File: config.mk
export PLATFORM = sky130hd
export DESIGN_NAME = spi_cmd_regbank
export DESIGN_NICKNAME = d
export VERILOG_FILES = /design/src/rtl/spi_regbank_pkg.sv /design/src/rtl/spi_reg_array.sv /design/src/rtl/spi_cmd_regbank.sv
export SDC_FILE = /design/constraint.sdc
export NUM_CORES = 2
export LEC_CHECK = 0
export CORE_MARGIN = 2
export CORE_UTILIZATION = 25
export DETAILED_ROUTE_END_ITERATION = 7
export HOLD_SLACK_MARGIN = 0.03
export PLACE_DENSITY = 0.53
export SLEW_MARGIN = 20
export SYNTH_ARGS = -nofsm -noshare
export SYNTH_HDL_FRONTEND = slang
export SYNTH_HIERARCHICAL = 1
export SYNTH_SLANG_ARGS = --single-unit
File: constraint.sdc
create_clock -name CLK -period 9.8 [get_ports CLK]
set_input_delay 0.98 -clock CLK [delete_from_list [all_inputs] [get_ports CLK]]
set_output_delay 0.98 -clock CLK [all_outputs]
set_load 0.02 [all_outputs]
File: src/rtl/spi_regbank_pkg.sv
// spi_regbank_pkg
// Shared definitions for the SPI command decoder / register bank:
//   - op encoding and FSM state enum
//   - header field and status bit positions (within the 8-bit header/status byte)
//   - frame length derivation from the register width
package spi_regbank_pkg;

    localparam int HDR_W     = 8;
    localparam int MAX_WORDS = 4;

    // Header byte fields
    localparam int HDR_OP_LO   = 6;
    localparam int HDR_CNT_LO  = 4;
    localparam int HDR_ADDR_LO = 0;

    // Status byte fields: {fcnt[3:0], op[1:0], ERR, OVR}
    localparam int ST_FCNT_LO = 4;
    localparam int ST_OP_LO   = 2;
    localparam int ST_ERR     = 1;
    localparam int ST_OVR     = 0;

    typedef enum logic [1:0] {
        OP_NOP   = 2'b00,
        OP_WRITE = 2'b01,
        OP_READ  = 2'b10,
        OP_CLEAR = 2'b11
    } op_e;

    typedef enum logic [1:0] {
        S_IDLE,
        S_EXEC,
        S_DONE
    } state_e;

    function automatic int frame_len(input int dw);
        return HDR_W + MAX_WORDS * dw;
    endfunction

endpackage

File: src/rtl/spi_reg_array.sv
// spi_reg_array
// NREG x DW configuration registers with one write port, a whole-bank clear
// and a combinational read port. The bank is also exported flat.
// Ports:
//   CLK, RESET        clock, synchronous active-high reset
//   wr_en/wr_addr/wr_data   single-register write
//   clr               clears every register (takes priority over a write)
//   rd_addr/rd_data   combinational read
//   reg_out           register k at [k*DW +: DW]
module spi_reg_array #(
    parameter int DW   = 32,
    parameter int NREG = 16
) (
    input  logic                     CLK,
    input  logic                     RESET,
    input  logic                     wr_en,
    input  logic [$clog2(NREG)-1:0]  wr_addr,
    input  logic [DW-1:0]            wr_data,
    input  logic                     clr,
    input  logic [$clog2(NREG)-1:0]  rd_addr,
    output logic [DW-1:0]            rd_data,
    output logic [NREG*DW-1:0]       reg_out
);

    logic [DW-1:0] regs [NREG];

    always_ff @(posedge CLK) begin
        if (RESET || clr) begin
            for (int k = 0; k < NREG; k++) begin
                regs[k] <= '0;
            end
        end else if (wr_en) begin
            regs[wr_addr] <= wr_data;
        end
    end

    assign rd_data = regs[rd_addr];

    for (genvar k = 0; k < NREG; k++) begin : g_flat
        assign reg_out[k*DW +: DW] = regs[k];
    end

endmodule

File: src/rtl/spi_cmd_regbank.sv
// spi_cmd_regbank
// Decodes each completed SPI frame (NOP/WRITE/READ/CLEAR), executes it one
// word per cycle against spi_reg_array and loads the response frame for the
// next SPI transaction.
// Ports:
//   CLK, RESET   clock, synchronous active-high reset
//   RXED         frame-complete level from the SPI slave
//   RECEIVED     received frame {header[7:0], word0..word3}
//   TO_SEND      response frame {status[7:0], word0..word3}
//   REG_OUT      flat register contents
//   WR_STB/WR_ADDR   registered write pulse and register index
//   BUSY         high while a frame is being executed
// Build option: SPI_REGBANK_WRAP_EN -- addresses wrap modulo NREG and ERR is
// never raised; otherwise out-of-range words are skipped and flagged as ERR.
module spi_cmd_regbank
    import spi_regbank_pkg::*;
#(
    parameter int DW   = 32,
    parameter int NREG = 16
) (
    input  logic                      CLK,
    input  logic                      RESET,
    input  logic                      RXED,
    input  logic [frame_len(DW)-1:0]  RECEIVED,
    output logic [frame_len(DW)-1:0]  TO_SEND,
    output logic [NREG*DW-1:0]        REG_OUT,
    output logic                      WR_STB,
    output logic [3:0]                WR_ADDR,
    output logic                      BUSY
);

    localparam int LENGTH = frame_len(DW);
    localparam int AW     = $clog2(NREG);
    localparam int PW     = MAX_WORDS * DW;

    state_e           state, state_nxt;
    logic             rxed_q;
    logic             rise;
    op_e              op_q;
    logic [1:0]       cnt_q;
    logic [1:0]       idx;
    logic [3:0]       base_q;
    logic [3:0]       fcnt;
    logic [PW-1:0]    payload_q;
    logic [PW-1:0]    resp_q;
    logic             err_q;
    logic             ovr_q;
    logic [HDR_W-1:0] hdr;
    logic [7:0]       status;
    logic [4:0]       addr_full;
    logic [AW-1:0]    addr;
    logic             word_ok;
    logic [1:0]       word_sel;
    logic [DW-1:0]    word_in;
    logic [DW-1:0]    rd_data;
    logic             wr_en;
    logic             clr;

    assign hdr       = RECEIVED[LENGTH-1 -: HDR_W];
    assign rise      = RXED & ~rxed_q;
    assign BUSY      = (state != S_IDLE);
    assign addr_full = {1'b0, base_q} + {3'b000, idx};
    assign addr      = addr_full[AW-1:0];

    // Word 0 is the most significant payload word.
    assign word_sel  = 2'(MAX_WORDS - 1) - idx;
    assign word_in   = payload_q[int'(word_sel)*DW +: DW];

`ifdef SPI_REGBANK_WRAP_EN
    // Truncating addr_full to AW bits already gives (base+i) mod NREG.
    assign word_ok = 1'b1;
`else
    assign word_ok = (addr_full < 5'(NREG));
`endif

    always_comb begin
        status = '0;
        status[ST_FCNT_LO +: 4] = fcnt;
        status[ST_OP_LO +: 2]   = op_q;
        status[ST_ERR]          = err_q;
        status[ST_OVR]          = ovr_q;
    end

    always_ff @(posedge CLK) begin
        if (RESET) begin
            state <= S_IDLE;
        end else begin
            state <= state_nxt;
        end
    end

    // NOP and CLEAR ignore the count and finish after a single EXEC cycle.
    always_comb begin
        state_nxt = state;
        wr_en     = 1'b0;
        clr       = 1'b0;
        case (state)
            S_IDLE: begin
                if (rise) begin
                    state_nxt = S_EXEC;
                end
            end
            S_EXEC: begin
                wr_en = (op_q == OP_WRITE) && word_ok;
                clr   = (op_q == OP_CLEAR);
                if (op_q == OP_NOP || op_q == OP_CLEAR || idx == cnt_q) begin
                    state_nxt = S_DONE;
                end
            end
            S_DONE: begin
                state_nxt = S_IDLE;
            end
            default: begin
                state_nxt = S_IDLE;
            end
        endcase
    end

    // A rise while busy drops that frame; the flag rides on the next response
    // loaded and is cleared by it, unless another drop lands on the same edge.
    always_ff @(posedge CLK) begin
        if (RESET) begin
            rxed_q    <= 1'b0;
            op_q      <= OP_NOP;
            cnt_q     <= '0;
            base_q    <= '0;
            payload_q <= '0;
            resp_q    <= '0;
            idx       <= '0;
            fcnt      <= '0;
            err_q     <= 1'b0;
            ovr_q     <= 1'b0;
            TO_SEND   <= '0;
            WR_STB    <= 1'b0;
            WR_ADDR   <= '0;
        end else begin
            rxed_q <= RXED;
            WR_STB <= wr_en;
            if (wr_en) begin
                WR_ADDR <= 4'(addr);
            end
            if (rise && BUSY) begin
                ovr_q <= 1'b1;
            end else if (state == S_DONE) begin
                ovr_q <= 1'b0;
            end
            case (state)
                S_IDLE: begin
                    if (rise) begin
                        op_q      <= op_e'(hdr[HDR_OP_LO +: 2]);
                        cnt_q     <= hdr[HDR_CNT_LO +: 2];
                        base_q    <= hdr[HDR_ADDR_LO +: 4];
                        payload_q <= RECEIVED[PW-1:0];
                        resp_q    <= '0;
                        idx       <= '0;
                        err_q     <= 1'b0;
                        fcnt      <= fcnt + 4'd1;
                    end
                end
                S_EXEC: begin
                    idx <= idx + 2'd1;
                    if (!word_ok) begin
                        err_q <= 1'b1;
                    end
                    if (op_q == OP_READ) begin
                        resp_q[int'(word_sel)*DW +: DW] <= word_ok ? rd_data : '0;
                    end
                end
                S_DONE: begin
                    TO_SEND <= {status, resp_q};
                end
                default: begin
                end
            endcase
        end
    end

    spi_reg_array #(
        .DW   (DW),
        .NREG (NREG)
    ) u_array (
        .CLK     (CLK),
        .RESET   (RESET),
        .wr_en   (wr_en),
        .wr_addr (addr),
        .wr_data (word_in),
        .clr     (clr),
        .rd_addr (addr),
        .rd_data (rd_data),
        .reg_out (REG_OUT)
    );

endmodule

==> reports/metrics.cfg <==
[power]
finalPower_mw = 9.23
p_leak_nw = 16.7
p_sw_mw = 2.44
power_frac_comb_pct = 11.5
p_int_mw = 6.79
powerDensity_nw_per_um2 = 181
clockPowerShare_pct = 41.7
peakVddDrop_mv = 0.109
swShare_pct = 26.5
power_frac_seq_pct = 46.8

[synth]
synth_seq_cells = 928
yosysMostFrequentCell = nand2_1
ys_top_cells_by_area = edfxtp_1 41%, dfxtp_1 22%, mux4_2 9.6%, nand2_1 6.9%, nor2_1 4.0%
yosysSeqAreaShare_pct = 63.3
synthesis.area_um2 = 37500
synth_cell_type_count = 43
yosysTopAreaCellShare_pct = 41.0
syn_inst = 3179
syn-num-nets = 3329
synth-async-reset-ratio_pct = 0
synth_top_area_cell = edfxtp_1
synth_edf_count = 512
yosysWarnings = 6
avgSynthCellArea_um2 = 11.8
synth-main-ff-cell = edfxtp_1
ys_top_cells_by_count = 687 x nand2_1, 512 x edfxtp_1, 416 x dfxtp_1

[layout]
layoutNonFillerInstCount = 5910
fin_nets = 4032
area_growth_pct = 35.7
utilization_pct = 34.1
drive_gt1_share_pct = 11.0

[global_route]
grt_start_max_net_pins = 94
antenna_found_initial = 10
grt_usage_pct = 22.2
grt_pass1_vias = 28200
grt_pass1_wl_mm = 235
overflow = 0
busiest_layer = met2
grtUsageMet1_pct = 27.8
met3_usage_pct = 6.87
groute.layer.met2.usage_pct = 35.1

[worst_setup_path]
arrival_ps = 5150
max_stage_delay_ps = 760
cp_cell_sequence = ha_4 > fa_4 > nand3_1 > nand3_1 > inv_1 > or3b_1 > or3_4 > o21ai_4 > buf_4
end_kind = flip-flop
cpLargestDelayFamily = simple AND/OR/NAND/NOR gates
critPathBufInv = 2
critPathSlowestCell = or3_4
required_ps = 10180
path_class = reg -> reg
crit_top_cell = nand3_1
worstSetupStartpointType = flip-flop
path_max_fanout = 59

[sta]
setup_violations = 0
post-route-period-util_pct = 48.7
relSlewSlack_pct = 25.5
fin_setup_tns_ps = 0
hold_viol_final = 0
rsz0062_at_grt = false
slew_violations = 0
worst-slew-pin-transition_ps = 1110
period_needed_ps = 4780
fmax_mhz = 209
skew_ps = 36.1

[clocking]
cts_root_buf = clkbuf_16
cts_tree = yes
cts_sinks = 928
clkTransAtPathRegs_ps = 60
htreeDepth = 3
cts_buffers = 103
post_cts_buffers = 0
clockBufferDepth = 3
clock_latency_ps = 730
cts.repair.resized = 0
hold_buffers = 0

[outcome]
status = completed

[die]
die_w_um = 391
io_pins = 793
coreArea_um2 = 149000
die-area_um2 = 153000
start_util_pct = 25.1
row_count = 142
die_h_um = 391

[place]
dp_cells = 5721
io_buffers = 792
finalWeightedCongestion = 0.884
dp_hpwl_mm = 128

[route]
wirelength_mm = 175
vias = 28700
ant_nets = 0
firstDrtPassIters = 7
wire_per_inst_um = 29.6
initialDrtViolationCount = 3046
drc = 0
via_per_inst = 4.86

[flow_run]
drv_cap = 0

[worst_hold_path]
worst_hold_path_type = reg -> reg

==> layout by cell type (no fill, tap or decap), types with 9 or more instances in the layout <==
cell               n
clkdlybuf4s50_1  791
nand2_1          687
edfxtp_1         512
dfxtp_1          414
nor2_1           391
a21oi_1          285
mux4_2           160
and2_1           129
clkbuf_16        104
a22o_1            64
a22oi_1           64
buf_4             51
o2bb2ai_1         44
nand2b_1          36
nor2b_1           34
clkbuf_1          29
o2bb2ai_2         20
clkbuf_8          19
o21ai_4           13
clkinv_2          11
ha_1               9
==> registers in the layout (all words and copies together), names as in the netlist, 4 cells and up <==
register      cells
TO_SEND         136
base_q            4
resp_q          128
u_array/regs    512
fcnt              4
payload_q       128
WR_ADDR           4
==> power groups by stage <==
stage               Clock, mW  Combinational (mW)  Sequential [mW]
CTS                      3.92                1.08             4.32
global placement            0                1.07             4.40
floorplan                   0               0.447             4.44
detailed placement          0                1.08             4.40
finish                   3.84                1.06             4.32
global route             4.06                1.12             4.33
==> layer usage <==
layer	part of all wire (%)	routed length (um)	vias up
met3	9.4	16400	216
met1	40	70500	14600
li1	-	-	12600
met5	0.030	52	-
met2	46	80000	1254
met4	4.5	7850	8
==> per-stage QoR <==
stage / hold WS (ps) / worst slack, ps / cell area (um2)
5_1_grt: 461 / 4780 / 50900
6_report: 451 / 5020 / 50900
3_3_place_gp: 439 / 5070 / 47500
4_1_cts: 451 / 5040 / 50900
2_1_floorplan: 428 / 4540 / 37500
3_5_place_dp: 443 / 5060 / 47600
==> final timing paths <==
| check | start | end | slack (ps) | cells after the start |
|---|---|---|---|---|
| max | idx[0] | u_array/regs[8][15] | 5020 | 9 |
| min | payload_q[84] | payload_q[84] | 450 | 2 |
| max reg2reg | idx[0] | u_array/regs[8][15] | 5020 | 9 |
| min reg2reg | payload_q[84] | payload_q[84] | 450 | 2 |
==> cell families after synthesis <==
| kind of cell | Yosys count | share of synthesized area, % |
|---|---|---|
| flops | 928 | 63.3 |
| simple gates | 1324 | 15.0 |
| buf+inv | 254 | 2.87 |
| compound gates | 495 | 8.71 |
| mux | 160 | 9.62 |
| xor+xnor | 7 | 0.164 |
| fa+ha+maj | 11 | 0.387 |
==> area by class of cell <==
cell class	instances	area, um2
clock inverters	33	310
diodes	3	7.51
multi-input cells	1997	13000
fillers	14900	98400
well taps	1944	2430
repair buffers	845	8360
clock buffers	153	2980
inverters	7	26.3
flip-flops and latches	928	23700
==> worst register-to-register path, cell delays in order, from the launching register on <==
cell     delay [ps]
dfxtp_4         550
ha_4            320
fa_4            450
nand3_1         180
nand3_1         270
inv_1           190
or3b_1          590
or3_4           760
o21ai_4         670
buf_4           440
Note: power is estimated with default switching activity, not from simulation.
